File: config.mk
export PLATFORM = sky130hd
export DESIGN_NAME = msx_mouse_reader
export DESIGN_NICKNAME = d
export VERILOG_FILES = /design/src/rtl/msx_mouse_reader.sv
export SDC_FILE = /design/constraint.sdc
export NUM_CORES = 1
export LEC_CHECK = 0
export ABC_AREA = 1
export CORE_MARGIN = 2
export CORE_UTILIZATION = 58
export DETAILED_ROUTE_END_ITERATION = 7
export PLACE_DENSITY = 0.86
export SYNTH_ARGS = -nofsm -noshare
export SYNTH_HDL_FRONTEND = slang
export SYNTH_SLANG_ARGS = --single-unit
File: constraint.sdc
create_clock -name clk_sys -period 2.45 [get_ports clk_sys]
set_input_delay 0.3675 -clock clk_sys [delete_from_list [all_inputs] [get_ports clk_sys]]
set_output_delay 0.3675 -clock clk_sys [all_outputs]
set_load 0.1 [all_outputs]
File: src/rtl/msx_mouse_reader.sv
// msx_mouse_reader: host-side poller for an MSX strobe-multiplexed mouse.
// Toggles the DB9 strobe four times per frame and samples one nibble per phase.
// Assembles raw X/Y displacement bytes and button state.
// Tracks mouse presence by counting consecutive all-F (idle joystick) frames.
module msx_mouse_reader #(
  parameter int POLL_CYC   = 357955,
  parameter int SETTLE_CYC = 2148,
  parameter int MISS_MAX   = 4
) (
  input  logic              clk_sys,
  input  logic              reset,
  input  logic              enable,
  input  logic [5:0]        data_in,
  output logic              strobe,
  output logic signed [7:0] dx,
  output logic signed [7:0] dy,
  output logic [1:0]        buttons,
  output logic              valid,
  output logic              present
);

  localparam int PW = $clog2(POLL_CYC + 1);
  localparam int SW = $clog2(SETTLE_CYC + 1);
  localparam int MW = $clog2(MISS_MAX + 1);
  localparam logic [PW-1:0] POLL_LOAD   = PW'(POLL_CYC - 1);
  localparam logic [SW-1:0] SETTLE_LOAD = SW'(SETTLE_CYC - 1);
  localparam logic [MW-1:0] MISS_SAT    = MW'(MISS_MAX);

  typedef enum logic [2:0] {IDLE, PH0, PH1, PH2, PH3, DONE} state_t;

  state_t        state;
  state_t        state_nx;
  logic [5:0]    sync_p0;
  logic [5:0]    ds;
  logic [PW-1:0] poll_cnt;
  logic          tick;
  logic [SW-1:0] settle_cnt;
  logic          settle_done;
  logic          settle_ld;
  logic          strobe_nx;
  logic [3:0]    cap;
  logic          done;
  logic [3:0]    xh;
  logic [3:0]    xl;
  logic [3:0]    yh;
  logic [3:0]    yl;
  logic [1:0]    btn;
  logic [MW-1:0] miss;
  logic [MW-1:0] miss_nx;
  logic          all_f;

  // Miss counter increment that sticks at the absence threshold
  function automatic logic [MW-1:0] sat_inc(input logic [MW-1:0] v);
    return (v == MISS_SAT) ? v : v + MW'(1);
  endfunction

  assign tick        = (poll_cnt == '0);
  assign settle_done = (settle_cnt == '0);
  assign all_f       = (xh == 4'hF) && (xl == 4'hF) && (yh == 4'hF) && (yl == 4'hF);
  assign miss_nx     = sat_inc(miss);

  // Two-flop synchronizer on the raw pin levels (data path, no reset)
  always_ff @(posedge clk_sys) begin
    sync_p0 <= data_in;
    ds      <= sync_p0;
  end

  // Free-running frame timer, independent of the FSM
  always_ff @(posedge clk_sys or posedge reset) begin
    if (reset) poll_cnt <= POLL_LOAD;
    else       poll_cnt <= tick ? POLL_LOAD : poll_cnt - 1'b1;
  end

  // Settle timer restarted on every strobe edge, counts down to the sample point
  always_ff @(posedge clk_sys or posedge reset) begin
    if (reset)                 settle_cnt <= '0;
    else if (settle_ld)        settle_cnt <= SETTLE_LOAD;
    else if (!settle_done)     settle_cnt <= settle_cnt - 1'b1;
  end

  // FSM state and strobe registers
  always_ff @(posedge clk_sys or posedge reset) begin
    if (reset) begin
      state  <= IDLE;
      strobe <= 1'b0;
    end else begin
      state  <= state_nx;
      strobe <= strobe_nx;
    end
  end

  // Next-state, strobe drive and capture strobes; enable low aborts to IDLE
  always_comb begin
    state_nx  = state;
    strobe_nx = strobe;
    settle_ld = 1'b0;
    cap       = 4'b0000;
    done      = 1'b0;
    if (!enable) begin
      state_nx  = IDLE;
      strobe_nx = 1'b0;
    end else begin
      case (state)
        IDLE: if (tick) begin
          state_nx  = PH0;
          strobe_nx = 1'b1;
          settle_ld = 1'b1;
        end
        PH0: if (settle_done) begin
          cap[0]    = 1'b1;
          strobe_nx = 1'b0;
          settle_ld = 1'b1;
          state_nx  = PH1;
        end
        PH1: if (settle_done) begin
          cap[1]    = 1'b1;
          strobe_nx = 1'b1;
          settle_ld = 1'b1;
          state_nx  = PH2;
        end
        PH2: if (settle_done) begin
          cap[2]    = 1'b1;
          strobe_nx = 1'b0;
          settle_ld = 1'b1;
          state_nx  = PH3;
        end
        PH3: if (settle_done) begin
          cap[3]    = 1'b1;
          state_nx  = DONE;
        end
        DONE: begin
          done      = 1'b1;
          state_nx  = IDLE;
        end
        default: begin
          state_nx  = IDLE;
          strobe_nx = 1'b0;
        end
      endcase
    end
  end

  // Nibble capture registers (data path, no reset)
  always_ff @(posedge clk_sys) begin
    if (cap[0]) xh <= ds[3:0];
    if (cap[1]) xl <= ds[3:0];
    if (cap[2]) yh <= ds[3:0];
    if (cap[3]) begin
      yl  <= ds[3:0];
      btn <= ~ds[5:4];
    end
  end

  // Frame publication and presence tracking
  always_ff @(posedge clk_sys or posedge reset) begin
    if (reset) begin
      dx      <= '0;
      dy      <= '0;
      buttons <= '0;
      valid   <= 1'b0;
      present <= 1'b0;
      miss    <= '0;
    end else begin
      valid <= 1'b0;
      if (done) begin
        dx      <= {xh, xl};
        dy      <= {yh, yl};
        buttons <= btn;
        valid   <= 1'b1;
        if (all_f) begin
          miss <= miss_nx;
          if (miss_nx == MISS_SAT) present <= 1'b0;
        end else begin
          miss    <= '0;
          present <= 1'b1;
        end
      end
    end
  end

endmodule

-- Word level (Yosys, flattened, before mapping)
Index checks and enable logic that the tools add are counted.
- add/subtract/negate cells: 3
- eq/ne operators: 20
- muxes and demuxes: 31
- bitwise logic cells: 1
- reduce and logical (&&, ||, !) cells: 12
- operators by type and width (kind ; count):
    2-to-1 mux 12 bit ; 2
    2-to-1 mux 3 bit ; 8
    zero test 19 bit ; 1
    2-to-1 mux 19 bit ; 1
    subtractor 19 x 1 -> 19 bit (second input constant) ; 1
    equality test 4 bit (second input constant) ; 4
    2-to-1 mux 1 bit ; 16
    != test 3 bit (second input constant) ; 5
    one-hot mux 3 bit (5 select lines) ; 1
    equality test 3 bit (second input constant) ; 4
    zero test 12 bit ; 1
    subtractor 12 x 1 -> 12 bit (second input constant) ; 1
    equality test 3 x 2 -> 1 bit (second input constant) ; 2
    AND reduction 5 bit ; 1
    2-to-1 mux 4 bit ; 1
    != test 2 x 1 -> 1 bit (second input constant) ; 2
    one-hot mux 1 bit (4 select lines) ; 1
    AND reduction 4 bit ; 1
    OR reduction 2 bit ; 2
    adder 3 x 1 -> 3 bit (second input constant) ; 1
    equality test 3 x 1 -> 1 bit (second input constant) ; 1
    logical AND 1 bit ; 3
    zero test 3 bit ; 1
    != test 3 x 2 -> 1 bit (second input constant) ; 1
    5 further kinds ; 5
- register bits after elaboration: 88
- bits of input ports: 9
- output and inout port bits: 21
- word-level logic and storage cells: 84

-- Logic depth before layout (Yosys ltp)
Gate-level depths: netlist of the first run.
- depth after elaboration: 6
- mapped depth: 12
- mapped depth without buffers: 11

-- Worst setup path before layout of the first run
Ideal clock, no wire load.
- path type: register to register
- start: reg settle_cnt[0]
- end: reg btn[0], enable pin
- setup time: 0.350 ns
- arrival: 1.339 ns
- required time: 2.100 ns
- slack: 0.761 ns
- cell stages (with the launch flop): 8
- buffers on the path: 1
- clock period less this slack: 1.689 ns
- path through: dfrtp_1 inv_1 ha_1 nand2_1 nor2_2 nand2_2 buf_6 nor2_1
- word-level cells in the longest chain between the ends: 4
- RTL lines (element ; RTL line ; source):
    from (decl) ; 37 ; logic [SW-1:0] settle_cnt;
    from (signal assigned) ; 78 ; else if (!settle_done) settle_cnt <= settle_cnt - 1'b1;
    zero test 12 bit ; 58 ; assign settle_done = (settle_cnt == '0);
    2-to-1 mux 1 bit ; 127 ; PH3: if (settle_done) begin
    2-to-1 mux 1 bit ; 103 ; case (state)
    2-to-1 mux 4 bit ; 99 ; if (!enable) begin
    via cap[3] ; 41 ; logic [3:0] cap;
    to (signal assigned) ; 150 ; btn <= ~ds[5:4];
    to (decl) ; 47 ; logic [1:0] btn;
The timed path passes the listed nets, and every way through them passes these cells.
A chain may end at the register's enable or synchronous reset.

-- Worst setup path after layout of the first run
- start: reg poll_cnt[0]
- end: reg settle_cnt[7]
- word-level cells in the longest chain between the ends: 5
- elaborated cells on any way between the ends: 6
- classes of those cells: 1 x eq/ne; 4 x mux; 1 x reduce/logical
- RTL lines (element ; RTL line ; source):
    from (decl) ; 35 ; logic [PW-1:0] poll_cnt;
    from (signal assigned) ; 71 ; else poll_cnt <= tick ? POLL_LOAD : poll_cnt - 1'b1;
    zero test 19 bit (*) ; 57 ; assign tick = (poll_cnt == '0);
    2-to-1 mux 1 bit (*) ; 104 ; IDLE: if (tick) begin
    one-hot mux 1 bit (2 select lines) (*) ; 103 ;
    2-to-1 mux 1 bit (*) ; 99 ;
    != test 2 x 1 -> 1 bit (no source line) / 2-to-1 mux 12 bit (equally long branches) ; -- ;
Every way passes the cells marked *; elsewhere a longest branch is shown, timed or not.

==> summary.txt, run 1 <==
Status
  – Outcome: finished clean

Cells and area
  – Share of layout cells above drive strength 1: 18.0%
  – Area grow syn2layout: 13.1%
  – Nets: 470
  – Layout Cell Area excl Fill: ~4400 µm²
  – # fillers: 481
  – Antenna fix cells: 0

Critical path
  – Reg2Reg Launch Point: poll_cnt[0]
  – WS Path Type: register to register
  – Worst setup path startpoint: poll_cnt[0]
  – Critical path's slowest cell: dfrtp_1
  – WP data required: 2700 ps
  – Reg2Reg Depth: 11
  – CP peak stage delay: 420 ps
  – Most used cell along the critical path: nor2_1
  – Crit path DAT: 2230 ps
  – CP max FO: 11
  – Setup slack, reg-to-reg: 470 ps
  – Worst path cell trace: inv_1 > ha_1 > inv_1 > nor2_1 > nand3_1 > nor2_1 > nand2_2 > nand2_1 > nand2_1 > nor2_4 > nor2_1
  – CP Capture Type: register
  – Startpoint types: register
  – Worst r2r dst: settle_cnt[7]

Timing
  – RSZ-0062 raised after global routing: no
  – Fin. Hold Viols: 0
  – # setup viols final: 0
  – Min cycle time layout: 1980 ps
  – Slew @ Worst Pin: 461 ps
  – Period utilisation layout: slightly above 80%
  – Clock Skews: approximately 12 ps
  – Setup TNS: 0 ps
  – Rel. slew slack: 69.2%
  – Final worst setup slack: 474 ps
  – FMAX: 506 MHz
  – Slew Viols, Final: 0

Floorplan
  – Initial cell density of the core: 60.5%
  – Ports: 30
  – Core Box Area: 6390 µm²
  – Die H: 85.6 µm
  – Standard-cell rows: 29
  – Die area: ~7300 µm²
  – Chip width: 85.6 µm

Power
  – Combinational Power Share: 39.3%
  – Sw power: 2.20 mW
  – Sw Share: a little under half
  – Reg power frac: 39.8%
  – Int Pwr: 2.55 mW
  – Clock share of power: 20.9%
  – Max IR drop VDD: 0.00103 V
  – Static Leakage: 2.07 nW
  – Pwr/cell area: 1090 nW/µm²

Logic synthesis
  – Simple-gate share of the synthesized area: 26.8%
  – #FFs+latches synth: 88
  – Synth Instances: 418
  – Synth Area in XOR/XNOR: 2.49%
  – Main synth FF type: dfrtp_1
  – Sequential cell area fraction in the yosys report: 58.0%
  – EDFF count, synth: 18
  – Avg Inst Size Synth: 9.25 µm²
  – Synth warnings: 0
  – Largest family of logic cells by synthesized area: simple AND/OR/NAND/NOR gates
  – Synthesized cell area: 3860 µm²
  – Multiplexer share of the synthesized area: 0%
  – Synthesized net count: around 430
  – Netlist cell types: 37
  – Synth Area in Compound Gates: 5.21%
  – Synth Area in Adders: 1.94%
  – Async S/R FF share, synth: 65.9%

Clock tree
  – Cts repair resizes: 0
  – Clk sinks: just under 90
  – Worst skew pair latency: 370 ps
  – CTS tree: yes
  – Clock transition at the registers of the reported paths: about 100 ps
  – Root buf cell: clkbuf_8
  – Setup repair bufs after CTS: 0
  – H-tree levels: 3
  – Hold-fix buffers, CTS: 0
  – Max Root-Sink Buffers: 2
  – Num CTS Buffers: 9

Global route
  – First-pass GRT wire length: 12400 µm
  – GRT Util Overall: between 20% and 30%
  – Number of global-route vias before repair: 2752
  – Met2 usage: 34.7%
  – GR peak layer: met2
  – Grt ovf: 0
  – Largest net degree at the start of global routing: between 50 and 60
  – Initial antenna violation count: 0
  – Met1 usage: 30.2%
  – Met3 Track Usage GR: 5.58%

Routing
  – Drt first pass iters: 4
  – Vias per cell: around 5.3
  – Wirelength per Cell: 13.7 µm
  – Routed WL: 7340 µm
  – Post-route ant nets: 0
  – Vias: 2864
  – First DRT Iteration DRCs: ~180
  – # DRC: 0

Place
  – Dpl ws: 444 ps
  – Routability cong.: 0.855
  – IO buf count: 29
  – DP Wirelength: 5110 µm
  – Dpl cell area: 4170 µm²

Min path
  – Hold Path Depth: 0
  – Worst Hold Launch: sync_p0[0]
  – Worst hold path type: register to register
  – Hold path endpoint: ds[0]

Flow run
  – Max-Cap Viols: 0
through the flow:
step / power [mW] / hold slack, ps / utilization, % / cells
2_1_floorplan: 3.39 / 310 / - / 418
3_3_place_gp: 3.74 / 310 / 65.4 / 521
3_5_place_dp: 3.79 / 314 / 65.4 / 521
4_1_cts: 4.78 / 339 / 68.5 / 537
5_1_grt: 4.99 / 342 / 68.5 / 537
6_report: 4.75 / 337 / 68.5 / 537
cells in the final DEF (no fill, tap or decap), drive strengths merged:
cell type,n
a21oi,8
nor3b,1
inv,45
o211ai,1
dfstp,9
nor3,8
xor2,7
buf,23
o22ai,1
nor4,2
clkinvlp,1
or2,5
dfrtp,49
clkbuf,9
nand4,6
o21ai,20
nand2,119
dfxtp,12
xnor2,4
clkinv,3
clkdlybuf4s50,8
o31ai,1
ha,6
a31oi,1
nand3,28
nor2,64
and2,1
edfxtp,18
worst max-delay path by stage:
stage	end	cells after the start
final	settle_cnt[7]	11
after detailed placement	btn[0]	5
after CTS	settle_cnt[7]	11
after floorplan	buttons[0]	1
after global placement	btn[0]	5
after global routing	settle_cnt[1]	10
sequential cells by signal, indices dropped and copies added (netlist names), 3 cells and up:
| signal | count |
|---|---|
| poll_cnt | 19 |
| settle_cnt | 12 |
| dx | 8 |
| dy | 8 |
| ds | 6 |
| sync_p0 | 6 |
| xh | 4 |
| xl | 4 |
| yh | 4 |
| yl | 4 |
| miss | 3 |
| state | 3 |
kinds of logic (layout without fill, tap and decap cells):
kind of cell / count (synthesis) / in the layout
XOR/XNOR: 11 / 11
adder cells (fa/ha/maj): 6 / 6
AND/OR/NAND/NOR: 234 / 234
flip-flops: 88 / 88
buffers and inverters: 47 / 89
AO/OA/AOI/OAI: 32 / 32
cell type report:
| class | instances | area [µm²] | share of cell area, % |
|---|---|---|---|
| Sequential cell | 88 | 2240 | 51.3 |
| Tap cell | 77 | 96.3 | 2.20 |
| Clock inverter | 7 | 75.1 | 1.72 |
| Multi-Input combinational cell | 283 | 1410 | 32.2 |
| Timing Repair Buffer | 31 | 265 | 6.07 |
| Inverter | 42 | 160 | 3.66 |
| Clock buffer | 9 | 124 | 2.83 |
cell usage after synthesis, types with 2 or more instances:
cell / count / share of area [%]
nand2_1: 114 / 11
nor2_1: 56 / 5.4
dfrtp_1: 49 / 32
inv_1: 38 / 3.7
nand3_1: 27 / 3.5
edfxtp_1: 18 / 14
dfxtp_1: 12 / 6.2
o21ai_0: 10 / 1.3
dfstp_2: 9 / 6.1
o21ai_2: 8 / 1.8
a21oi_1: 7 / 0.91
xor2_1: 7 / 1.6
ha_1: 6 / 1.9
nand4_1: 6 / 0.97
nand2_2: 5 / 0.81
nor2_2: 5 / 0.81
nor3_1: 5 / 0.65
buf_6: 4 / 1.2
or2_2: 4 / 0.65
xnor2_1: 4 / 0.91
inv_2: 3 / 0.29
nor2_4: 3 / 0.87
nor3_2: 2 / 0.52
nor4_1: 2 / 0.32
o21ai_1: 2 / 0.26
critical path, delay by kind of cell (launching register included):
family / cells / cell delay [ps]
buffers and inverters: 2 / 180
AND/OR/NAND/NOR: 8 / 1100
adder cells (fa/ha/maj): 1 / 170
flip-flops: 1 / 420
metal layers:
layer | up-vias | part of all wire, % | wire length (µm)
li1 | 1413 | - | -
met1 | 1355 | 45 | 3300
met2 | 81 | 49 | 3600
met3 | 15 | 4.0 | 296
met4 | 0 | 2.0 | 144
met5 | - | 0 | 0
power groups by stage:
| stage | Clock (mW) | Sequential, mW | Combinational [mW] |
|---|---|---|---|
| finish | 0.994 | 1.89 | 1.87 |
| CTS | 1.01 | 1.89 | 1.88 |
| global placement | 0 | 1.90 | 1.84 |
| global route | 1.08 | 1.92 | 2.00 |
| floorplan | 0 | 2.79 | 0.598 |
| detailed placement | 0 | 1.91 | 1.87 |
(Power assumes the default switching activity.)
==> run 2, diff against run 1 <==
- CORE_UTILIZATION: 58 -> 52
- PLACE_DENSITY: 0.86 -> 0.82
- clock period: 2.45 -> 1.8 ns (I/O delays scaled with it)
==> run 2 against run 1 <==
  * Clock-buffer cell count unchanged
  * Highest routed layer unchanged
  * Die area grew 11%
  * Design area grew 2.5%
  * Wire length rose by 0.52%
  * Setup slack lost 410 ps
  * Critical path depth fell by 5
  * Total power up 37%
  * Register-to-register slack worse by 410 ps
  * Fmax is 14% higher
  * Global-route usage is 3.0 points lower
==> summary.txt, run 2 (synthesis results as in run 1) <==
Cells and area
  – Final Core Density: 62.1%
  – Nets: 480
  – # fillers: 593
  – Largest regs: poll_cnt: 19 flops, settle_cnt: 12 flops
  – Max reg flops: 19
  – Area grow syn2layout: 16.0%
  – Post-route insts no fill: approximately 570
  – Share of layout cells above drive strength 1: 20.4%
  – Antenna fix cells: 0
  – Most frequent cells in the layout: 113 x nand2_1, 55 x nor2_1, 49 x dfrtp_1
  – Commonest non-fill, non-tap cell in the layout: nand2_1
  – Reg with most FFs: poll_cnt

Routing
  – Vias: 2892
  – Drt first pass iters: 4
  – Vias per cell: 5.08
  – Wirelength per Cell: 13.0 µm
  – Post-route ant nets: 0
  – Routed WL: 7380 µm
  – First DRT Iteration DRCs: 179
  – # DRC: 0

Critical path
  – Buf/Inv on CP: 1
  – Startpoint types: register
  – Crit path DAT: between 1500 and 2000 ps
  – Critical path's slowest cell: dfrtp_1
  – CP max FO: 14
  – WS Path Type: register to register
  – CP peak stage delay: 400 ps
  – CP top delay family: simple AND/OR/NAND/NOR gates
  – CP Capture Type: register
  – Worst path cell trace: inv_1 > ha_1 > nand2_1 > nor2_2 > nand2_4 > nor2_1
  – WP data required: 1820 ps

Power
  – Combinational Power Share: between 40% and 50%
  – Reg power frac: 39.5%
  – Max IR drop VDD: about 0.00074 V
  – Clock share of power: 20.5%
  – Static Leakage: 2.13 nW
  – Int Pwr: 3.50 mW
  – Pwr/cell area: 1450 nW/µm²
  – Sw power: 2.99 mW
  – Sw Share: 46.1%

Flow run
  – Max-Cap Viols: 0

Floorplan
  – Die area: 8140 µm²
  – Initial cell density of the core: 53.6%
  – Die H: 90.2 µm
  – Ports: 30
  – Chip width: 90.2 µm
  – Core Box Area: 7210 µm²
  – Standard-cell rows: 31

Timing
  – Min cycle time layout: 1730 ps
  – # setup viols final: 0
  – Slew Viols, Final: 0
  – Slew @ Worst Pin: approximately 390 ps
  – Clock Skews: between 10 and 15 ps
  – Rel. slew slack: 74.1%
  – Fin. Hold Viols: 0
  – FMAX: about 580 MHz
  – RSZ-0062 raised after global routing: yes
  – Period utilisation layout: 96.3%

Place
  – DP Wirelength: 5200 µm
  – IO buf count: 29
  – Dpl cells: 551
  – Routability cong.: 0.851

Global route
  – Number of global-route vias before repair: 2796
  – First-pass GRT wire length: 12700 µm
  – Largest net degree at the start of global routing: 59
  – GRT Util Overall: 19.0%
  – Initial antenna violation count: 0
  – Grt ovf: 0

Clock tree
  – Root buf cell: clkbuf_8
  – CTS tree: yes
  – H-tree levels: 3
  – Max Root-Sink Buffers: 2
  – Num CTS Buffers: 9
  – Worst skew pair latency: 360 ps
  – Clock transition at the registers of the reported paths: ~90 ps
  – Clk sinks: slightly below 90
  – Hold-fix buffers, CTS: 0

Status
  – Outcome: finished clean

Min path
  – Worst hold path type: primary input to asynchronous set/reset pin
-- run 2: changes by cell type in the layout (fill, tap and decap cells not counted) --
cell | before | now
buf_4 | 22 | 32
clkinv_4 | 2 | 1
clkinvlp_4 | 1 | 0
inv_1 | 37 | 36
inv_2 | 4 | 5
inv_6 | 0 | 4
inv_8 | 3 | 1
nand2_1 | 114 | 113
nand2_4 | 0 | 1
nor2_1 | 56 | 55
nor2_2 | 5 | 6
-- run 2: final timing paths --
check                              startpoint  cells after the start  slack, ps     endpoint
worst max-delay path            settle_cnt[1]                      6         70        xl[0]
worst min-delay path                    reset                      3        280  poll_cnt[2]
worst max register to register  settle_cnt[1]                      6         70        xl[0]
worst min register to register     sync_p0[1]                      0        330        ds[1]
max in group asynchronous               reset                      3       1220  poll_cnt[1]
min in group clk_sys               sync_p0[1]                      0        330        ds[1]
-- run 2: area by class of cell --
class	count	area, µm²	share of cell area (%)
Sequential cell	88	2240	50.1
Clock inverter	7	71.3	1.59
Timing Repair Buffer	41	340	7.59
Inverter	42	160	3.57
Clock buffer	9	124	2.76
Tap cell	99	124	2.76
Multi-Input combinational cell	283	1420	31.7
-- run 2: routing by layer --
| layer | GRT usage (%) | share of wire, % |
|---|---|---|
| met1 | 24.6 | 44 |
| met2 | 32.6 | 51 |
| met3 | 3.44 | 4.1 |
| met4 | 6.15 | 1.3 |
| met5 | 0 | 0 |
-- run 2: per-stage QoR --
step / power, mW / TNS, ps / instance area, µm² / hold slack (ps) / setup WS [ps]
3_3_place_gp: 5.12 / 0 / 4260 / 311 / 32.7
4_1_cts: 6.53 / 0 / 4460 / 301 / 30.8
3_5_place_dp: 5.19 / -524 / 4260 / 314 / -82.7
2_1_floorplan: 4.61 / 0 / 3860 / 298 / 111
6_report: 6.50 / 0 / 4480 / 282 / 65.8
5_1_grt: 6.84 / -554 / 4480 / 305 / -64.2
-- run 2: worst register-to-register path: stages (launching register included) --
cell and delay (ps):
dfrtp_1 400, inv_1 80, ha_1 170, nand2_1 70
nor2_2 180, nand2_4 150, nor2_1 330
-- run 2: power by group through the flow --
stage	registers (mW)	logic (mW)	clock network [mW]
floorplan	3.80	0.814	0
global placement	2.60	2.52	0
detailed placement	2.60	2.59	0
CTS	2.57	2.60	1.36
global route	2.61	2.77	1.46
finish	2.57	2.60	1.33
-- run 2: repair_timing --
action | in CTS | in global routing
buffers inserted | 0 | 2
setup endpoints to repair | 0 | 28
resized for setup | 0 | 4
endpoints found under the hold margin | 0 | 0
==> run 3, diff against run 2 <==
- CORE_UTILIZATION: 52 -> 57
- DONT_BUFFER_PORTS: unset -> 1
- PLACE_DENSITY: 0.82 -> unset
- PLACE_DENSITY_LB_ADDON: unset -> 0.12
==> run 3 against run 2 <==
  * Clock-buffer cell count unchanged
  * Non-clock buffer count down 3
  * Utilization up 4.7 points
  * Cell count shrank 3.7%
  * Register-to-register slack improved by 20 ps
  * Critical endpoint is now state[1]
  * Clock skew decreased by 2.7 ps
  * Sequential share of layout area is 0.21 points higher
  * First-iteration DRC count decreased by 17%
  * Critical path depth is 6 higher
==> summary.txt, run 3 (synthesis results as in run 1) <==
Floorplan
  – Die H: about 86 µm
  – Core Box Area: 6680 µm²
  – Initial cell density of the core: just under 60%
  – Standard-cell rows: 30
  – Die area: ~7500 µm²
  – Chip width: roughly 86 µm
  – Ports: 30

Power
  – Int Pwr: 3.49 mW
  – Clock share of power: 20.5%
  – Max IR drop VDD: 0.000951 V
  – Combinational Power Share: 40.2%
  – Static Leakage: ~2.1 nW
  – Reg power frac: 39.3%
  – Sw Share: 46.0%
  – Pwr/cell area: 1450 nW/µm²
  – Power Total: 6.46 mW
  – Sw power: 2.97 mW

Cells and area
  – Most frequent cells in the layout: 113 x nand2_1, 51 x nor2_1, 49 x dfrtp_1
  – Largest regs: poll_cnt: 19 flops, settle_cnt: 12 flops
  – Reg with most FFs: poll_cnt
  – # fillers: 550
  – Post-route insts no fill: 548
  – Antenna fix cells: 0
  – Area grow syn2layout: 15.5%
  – Commonest non-fill, non-tap cell in the layout: nand2_1
  – Share of layout cells above drive strength 1: 21.6%
  – Nets: 478
  – Max reg flops: 19

Clock tree
  – H-tree levels: 3
  – Clock transition at the registers of the reported paths: 90 ps
  – Num CTS Buffers: 9
  – Clk sinks: 88
  – Worst skew pair latency: around 360 ps
  – CTS tree: yes
  – Root buf cell: clkbuf_8
  – Max Root-Sink Buffers: 2

Min path
  – Hold Path Depth: 2
  – Worst Hold Launch: enable
  – Hold path endpoint: state[2]
  – Worst hold path type: primary input to register

Timing
  – Clock Skews: 11.1 ps
  – Slew @ Worst Pin: 520 ps
  – # setup viols final: 0
  – FMAX: 582 MHz
  – RSZ-0062 raised after global routing: yes
  – Fin. Hold Viols: 0
  – Rel. slew slack: 65.3%
  – Min cycle time layout: 1720 ps
  – Period utilisation layout: approximately 95%
  – Min Hold Slack: 71.1 ps
  – Slew Viols, Final: 0
  – Final worst setup slack: 82.5 ps
  – Setup TNS: 0 ps

Global route
  – Grt ovf: 0
  – GR peak layer: met2
  – Initial antenna violation count: 0
  – Met2 usage: 31.9%
  – Largest net degree at the start of global routing: 36
  – GRT Util Overall: 20.4%
  – Met1 usage: 27.9%
  – Number of global-route vias before repair: approximately 2700
  – First-pass GRT wire length: approximately 12000 µm
  – Met3 Track Usage GR: under 10%

Critical path
  – CP max FO: 7
  – Crit path DAT: 1970 ps
  – WS Path Type: register to register
  – CP Capture Type: register
  – WP data required: 2050 ps
  – Worst r2r dst: state[1]
  – Startpoint types: register
  – Reg2Reg Launch Point: poll_cnt[0]
  – Reg2Reg Depth: 12
  – Setup slack, reg-to-reg: 80 ps

Place
  – DP Wirelength: between 4000 and 5000 µm
  – Routability cong.: 0.876
  – IO buf count: 0
  – Dpl ws: 37.0 ps
  – Dpl cells: 520

Routing
  – Wirelength per Cell: 12.7 µm
  – Vias: between 2000 and 3000
  – Routed WL: 6980 µm
  – Vias per cell: between 5 and 6
  – Drt first pass iters: 4
  – # DRC: 0
  – First DRT Iteration DRCs: 149
  – Post-route ant nets: 0

Status
  – Outcome: finished clean

Flow run
  – Max-Cap Viols: 0
[run 3: changes by cell type in the layout (fill, tap and decap cells not counted)]
| cell | change |
|---|---|
| clkdlybuf4s50_1 | -8 |
| dlygate4sd3_1 | +7 |
| nor2_1 | -4 |
| inv_6 | -3 |
| inv_8 | +3 |
| nor2_2 | +3 |
| buf_4 | -2 |
| nand3_1 | -2 |
| nand3_2 | +2 |
| clkinv_8 | -1 |
| clkinvlp_4 | +1 |
| nand2_2 | +1 |
| nor2_4 | +1 |
[run 3: final cells by class]
| cell class | count | area, µm² | share of cell area, % |
|---|---|---|---|
| multi-input cells | 284 | 1450 | 32.5 |
| inverters | 42 | 160 | 3.59 |
| flip-flops and latches | 88 | 2240 | 50.3 |
| clock inverters | 7 | 70.1 | 1.57 |
| repair buffers | 38 | 315 | 7.06 |
| well taps | 80 | 100 | 2.24 |
| clock buffers | 9 | 124 | 2.78 |
[run 3: worst max path at each step]
stage	startpoint	to	slack, ps
after CTS	poll_cnt[0]	settle_cnt[4]	20
after global placement	poll_cnt[0]	settle_cnt[4]	130
after detailed placement	poll_cnt[0]	settle_cnt[4]	40
final	poll_cnt[0]	state[1]	80
after floorplan	settle_cnt[0]	btn[0]	110
after global routing	poll_cnt[0]	settle_cnt[4]	-40
[run 3: stage by stage]
step	utilization, %	instance area [µm²]
after floorplan	-	3860
after global placement	61.8	4130
after detailed placement	61.8	4130
after CTS	65.7	4390
after global routing	66.8	4460
final	66.8	4460
[run 3: power by group through the flow]
stage          Combinational, mW  Clock [mW]  Sequential [mW]
6_report                    2.60        1.33             2.54
3_5_place_dp                2.57           0             2.58
5_1_grt                     2.79        1.44             2.58
3_3_place_gp                2.54           0             2.56
2_1_floorplan              0.814           0             3.80
4_1_cts                     2.59        1.37             2.54
[run 3: critical path: stages (launching register included)]
cell	delay, ps
dfrtp_1	410
inv_2	90
ha_1	150
inv_1	60
nor2_2	100
nand3_1	100
nor2_2	140
nand2_2	110
buf_4	160
nand3_2	120
nand2_1	70
nand2_1	70
nand2_1	40
[run 3: per-layer routing]
| metal | part of all wire, % | routed length [µm] | vias to the layer above |
|---|---|---|---|
| met1 | 49 | 3430 | 1311 |
| li1 | - | - | 1434 |
| met3 | 3.4 | 234 | 6 |
| met5 | 0 | 0 | - |
| met4 | 1.2 | 85 | 0 |
| met2 | 46 | 3240 | 41 |
[run 3: repair_timing]
| item | 4_1_cts | 5_1_grt |
|---|---|---|
| gates resized for setup | 0 | 11 |
| hold buffers | 7 | 0 |
| endpoints found under the hold margin | 29 | 0 |
| endpoints found under the setup margin | 0 | 34 |
| buffers inserted | 0 | 4 |
